$ cat config.mk
export PLATFORM = sky130hd
export DESIGN_NAME = mux_arb_2to1
export DESIGN_NICKNAME = d
export VERILOG_FILES = /design/src/rtl/mux_arb_pkg.sv /design/src/rtl/mux_arb_rr_pick.sv /design/src/rtl/mux_arb_2to1.sv
export SDC_FILE = /design/constraint.sdc
export NUM_CORES = 1
export LEC_CHECK = 0
export ABC_AREA = 1
export BUFFER_PORTS_ARGS = -buffer_cell sky130_fd_sc_hd__buf_2
export CAP_MARGIN = 20
export CELL_PAD_IN_SITES_DETAIL_PLACEMENT = 1
export CELL_PAD_IN_SITES_GLOBAL_PLACEMENT = 1
export CORE_AREA = 2 2 50 52
export CTS_CLUSTER_DIAMETER = 40
export DETAILED_ROUTE_END_ITERATION = 12
export DIE_AREA = 0 0 52 54
export GPL_TIMING_DRIVEN = 0
export HOLD_SLACK_MARGIN = 0.06
export PLACE_DENSITY_LB_ADDON = 0.1
export SETUP_SLACK_MARGIN = 0.15
export SLEW_MARGIN = 10
export SYNTH_ARGS = -nofsm -noshare
export SYNTH_HDL_FRONTEND = slang
export SYNTH_SLANG_ARGS = --single-unit
$ cat constraint.sdc
create_clock -name clk -period 2.2 [get_ports clk]
set_clock_uncertainty 0.15 [all_clocks]
set_input_delay 0.22 -clock clk [delete_from_list [all_inputs] [get_ports clk]]
set_output_delay 0.22 -clock clk [all_outputs]
set_load 0.02 [all_outputs]
$ cat src/rtl/mux_arb_pkg.sv
// Shared types for the 2:1 mux arbiter: output FSM states, burst lock states, select codes.
package mux_arb_pkg;

    typedef enum logic {
        ST_EMPTY = 1'b0,
        ST_FULL  = 1'b1
    } state_t;

    typedef enum logic [1:0] {
        LOCK_NONE = 2'd0,
        LOCK_0    = 2'd1,
        LOCK_1    = 2'd2
    } lock_t;

    localparam logic SEL_0 = 1'b0;
    localparam logic SEL_1 = 1'b1;

endpackage

$ cat src/rtl/mux_arb_rr_pick.sv
// Combinational 2-way round-robin picker; a held lock restricts the grant to one requester.
module mux_arb_rr_pick
    import mux_arb_pkg::*;
(
    input  logic [1:0] req,
    input  logic       last_grant,
    input  lock_t      lock,
    output logic [1:0] grant
);

    // Grant selection: locked owner only, otherwise single requester or alternate on a tie
    always_comb begin
        grant = 2'b00;
        case (lock)
            LOCK_0:    grant = {1'b0, req[0]};
            LOCK_1:    grant = {req[1], 1'b0};
            LOCK_NONE: begin
                case (req)
                    2'b01:   grant = 2'b01;
                    2'b10:   grant = 2'b10;
                    2'b11:   grant = (last_grant == SEL_1) ? 2'b01 : 2'b10;
                    default: grant = 2'b00;
                endcase
            end
            default:   grant = 2'b00;
        endcase
    end

endmodule

$ cat src/rtl/mux_arb_2to1.sv
// Round-robin arbiter feeding a one-entry output register for a shared 2:1 data mux.
// Optional burst locking on din_x_last is enabled with `define MUX_ARB_BURST_LOCK_EN.
module mux_arb_2to1
    import mux_arb_pkg::*;
#(
    parameter int DATA_WIDTH = 8,
    parameter int INIT_PRIO  = 0
) (
    input  logic                  clk,
    input  logic                  reset,
    input  logic                  din_0_valid,
    input  logic [DATA_WIDTH-1:0] din_0,
    input  logic                  din_0_last,
    output logic                  din_0_ready,
    input  logic                  din_1_valid,
    input  logic [DATA_WIDTH-1:0] din_1,
    input  logic                  din_1_last,
    output logic                  din_1_ready,
    output logic                  dout_valid,
    output logic [DATA_WIDTH-1:0] dout,
    output logic                  dout_sel,
    input  logic                  dout_ready
);

    // Pointer value that makes INIT_PRIO win the first tie
    localparam logic LAST_RST = (INIT_PRIO == 0) ? SEL_1 : SEL_0;

    state_t                  state_q, state_d;
    logic [DATA_WIDTH-1:0]   dout_q, dout_d;
    logic                    dout_sel_q, dout_sel_d;
    logic                    last_grant_q, last_grant_d;
    lock_t                   lock_q, lock_d;
    logic                    load_en_s;
    logic [1:0]              pick_s;
    logic [1:0]              grant_s;

    mux_arb_rr_pick u_pick (
        .req        ({din_1_valid, din_0_valid}),
        .last_grant (last_grant_q),
        .lock       (lock_q),
        .grant      (pick_s)
    );

    // Load enable, accept decision and next-state for the output register
    always_comb begin
        load_en_s    = (state_q == ST_EMPTY) || dout_ready;
        grant_s      = (load_en_s && !reset) ? pick_s : 2'b00;
        state_d      = state_q;
        dout_d       = dout_q;
        dout_sel_d   = dout_sel_q;
        last_grant_d = last_grant_q;
        if (grant_s != 2'b00) begin
            state_d      = ST_FULL;
            dout_sel_d   = grant_s[1];
            dout_d       = grant_s[1] ? din_1 : din_0;
            last_grant_d = grant_s[1];
        end else if (dout_ready) begin
            state_d = ST_EMPTY;
        end else begin
            state_d = state_q;
        end
    end

`ifdef MUX_ARB_BURST_LOCK_EN
    // Burst lock: a non-last beat pins the grant, a last beat releases it
    always_comb begin
        lock_d = lock_q;
        if (grant_s[0]) begin
            lock_d = din_0_last ? LOCK_NONE : LOCK_0;
        end else if (grant_s[1]) begin
            lock_d = din_1_last ? LOCK_NONE : LOCK_1;
        end else begin
            lock_d = lock_q;
        end
    end
`else
    logic unused_last_s;
    assign unused_last_s = din_0_last ^ din_1_last;

    // Without burst locking every beat is arbitrated on its own
    always_comb begin
        lock_d = LOCK_NONE;
    end
`endif

    // State registers
    always_ff @(posedge clk) begin
        if (reset) begin
            state_q      <= ST_EMPTY;
            dout_q       <= '0;
            dout_sel_q   <= SEL_0;
            last_grant_q <= LAST_RST;
            lock_q       <= LOCK_NONE;
        end else begin
            state_q      <= state_d;
            dout_q       <= dout_d;
            dout_sel_q   <= dout_sel_d;
            last_grant_q <= last_grant_d;
            lock_q       <= lock_d;
        end
    end

    assign din_0_ready = grant_s[0];
    assign din_1_ready = grant_s[1];
    assign dout_valid  = (state_q == ST_FULL);
    assign dout        = dout_q;
    assign dout_sel    = dout_sel_q;

endmodule

# Word level (Yosys, flattened, before mapping)
# Index checks and enable logic that the tools add are counted.
# totals
out_inout_bits	12
wordCells	19
regBits	11
# classes
bitwise	1
n_eq_ne	3
mux	6
reduce_logical	5
# ops
cell	count
8-bit 2-to-1 mux	1
2-bit one-hot mux with 3 select lines	1
2-bit == test, second input constant	2
2-bit 2-to-1 mux	2
2-bit nonzero test	2
2-bit by 1-bit == test with 1-bit output, second input constant	1
1-bit 2-to-1 mux	2
1-bit logical AND	1
1-bit logical NOT	1
1-bit logical OR	1
1-bit inverter	1

# Longest topological paths before layout
# depth
ltp_word	6
ltp_mapped	7

# Cells and area by module
# Synthesis repeated with hierarchy kept, for this count alone.
# unflattened
hier_cells	106
area_unflattened_um2	663.1
# by_module_without_submodules
module	instances	cells_each	seq_area_each_um2	area_each_um2
mux_arb_2to1	1	94	220.2	616.8
mux_arb_rr_pick	1	12	0.0	46.3

# Worst setup path before layout
# No wires, ideal clock.
# synth_timing
path_type	reg2out
startpoint	register state_q (netlist: dout_valid)
endpoint	output din_1_ready
setup_slack_ps	862
arrival_ps	968
stages_incl_launch_ff	4
n_path_buf	0
cell_sequence	dfxtp_1 -> a21oi_4 -> nand2_1 -> inv_1
# synth_between
elab_chain_len	4
# synth_lines
item	line	text
from (decl)	mux_arb_2to1.sv:28	state_t state_q, state_d;
from (signal assigned)	mux_arb_2to1.sv:95	state_q <= state_d;
1-bit inverter	mux_arb_2to1.sv:46	load_en_s = (state_q == ST_EMPTY) || dout_ready;
1-bit logical OR	mux_arb_2to1.sv:46	
1-bit logical AND	mux_arb_2to1.sv:47	grant_s = (load_en_s && !reset) ? pick_s : 2'b00;
2-bit 2-to-1 mux	mux_arb_2to1.sv:47	
to (decl)	mux_arb_2to1.sv:18	output logic din_1_ready,
# Every way passes these cells.

# Worst setup path after layout
# Same ends and word-level chain as after synthesis.

==> metrics <==
# rows 18; post-synthesis cell count 98; CTS tree yes; post-CTS setup buffers 0; Setup crit start kind flip-flop; drt drc 0; # resized after CTS 0; Antenna diodes 0; synth unique cells 16; Clock Path Buffers 2; TNS Setup 0 ps; via count 741; GP Congestion 0.690; drt total wl 1870 um; clk_lat worst skew 280 ps; Final Hold Fails 0; core area 2320 um^2; IO buf count 32; Slew HR 64.1%; Antenna Violating Nets Remaining 0; most frequent cells in the layout 32 x buf_2, 29 x inv_1, 17 x nand3_1; routed length per instance 11.4 um; total grt overflow 0; Layout area overhead 33.0%; largest net degree at the start of global routing 11; number of vias per cell 4.52; WP data arrival 1350 ps; Pins Over Slew Limit 0; register area share after synthesis 32.4%; initial antenna violation count 0; Min-Delay Path Class in -> reg; Syn Area/Cell 6.93 um^2; clk sinks 11; Synth Cell Area 679 um^2; Final Cycle Share 78.4%; max-cap violations 0; share of layout cells above drive strength 1 33.6%; vias in the first global route 734; Fin Hold WS 89.4 ps; Total GRT Usage 15.8%; actual slew at the worst max-slew pin 538 ps; DRT Pass-1 Iters 3; Setup crit end kind output port; Yosys warning count 0; Worst VDD drop 0.322 mV; Max H-tree Level 1; worst-path maximum fanout 10; crit path kind reg -> out; Req. time, crit path 1830 ps; status finished, final reports clean; RSZ-0062 raised after global routing false; pwr dens 576 nW/um^2; f_max 0.580 GHz; initial core utilization 29.3%; hold buffers post-CTS 0; post-detail-place hpwl 1430 um; Nets 158; leading cell type in the layout, fill and taps excluded buf_2; final setup vio count 0; Net Count, Synth 121; first-pass GRT wire length 3150 um; die height 54 um; # IOs 35; die footprint 2810 um^2; CTS clk-pin slew, worst paths 80 ps; clk root buf clkbuf_4; register bit total from synthesis 11; Die Span X 52 um; initial DRC count 1; LEAKAGE 0.000527 uW; Num CTS Buffers 3; crit path time final 1720 ps
report_power, final:
part / switching [uW] / internal (uW)
Combinational: 90.8 / 56.7
Sequential: 9.42 / 216
Clock: 77.6 / 70.4
area by class of cell:
class                      instances  area, um^2
tap                               30        37.5
timing repair buffer              32         160
fill                             339        1420
multi-input combinational         54         325
buffer                             2        15.0
sequential                        11         220
clock buffer                       4        26.3
inverter                          31         119
worst paths after layout:
check                                     to  cells after the start  slack [ps]       start
worst max-delay path             din_1_ready                      4         480  dout_valid
worst min-delay path            last_grant_q                      3          90       reset
worst max register to register       dout[1]                      6         880  dout_valid
worst min register to register      dout_sel                      2         340    dout_sel
state kept, by name, indices dropped and copies added (netlist names):
signal        count
dout_valid        1
last_grant_q      1
dout_sel          1
dout              8
cell usage after synthesis:
cell      number  share of area, %
a21oi_1        9               6.6
clkbuf_1       1              0.55
inv_1         29                16
inv_2          1              0.55
nand2_2        1              0.92
dfxtp_1       11                32
nand2_1       12               6.6
buf_6          1               1.7
o211ai_1       1               1.1
nand2_4        2               3.3
nand3_1       17                13
a21oi_2        1               1.3
o211ai_2       1               1.8
a21oi_4        2               4.8
o21bai_1       8               8.8
inv_4          1              0.92
layer usage:
| layer | routed length, um | GRT usage (%) | vias to the layer above |
|---|---|---|---|
| met1 | 803 | 18.1 | 342 |
| met4 | 44 | 10.1 | 0 |
| met2 | 938 | 27.2 | 17 |
| met3 | 81 | 2.78 | 5 |
| met5 | 0 | 0 | - |
| li1 | - | - | 377 |
metrics by stage:
| stage | power [uW] | setup slack [ps] | instances | util (%) | instance area, um^2 |
|---|---|---|---|---|---|
| floorplan | 325 | 862 | 98 | - | 679 |
| global placement | 376 | 765 | 160 | 37.8 | 877 |
| detailed placement | 381 | 759 | 160 | 37.8 | 877 |
| CTS | 530 | 450 | 164 | 38.9 | 903 |
| global route | 554 | 363 | 164 | 38.9 | 903 |
| finish | 521 | 476 | 164 | 38.9 | 903 |
critical path, stage by stage, from the launching register on:
cell and delay (ps):
dfxtp_1 370, a21oi_4 320, nand2_1 170, inv_1 70
buf_2 150
cells by family after synthesis:
kind of cell           count (synthesis)  share of synthesized area (%)
AO/OA/AOI/OAI                         22                           24.5
flip-flops                            11                           32.4
AND/OR/NAND/NOR                       32                           23.4
buffers and inverters                 33                           19.7
Power figures use the tool's default switching activity.
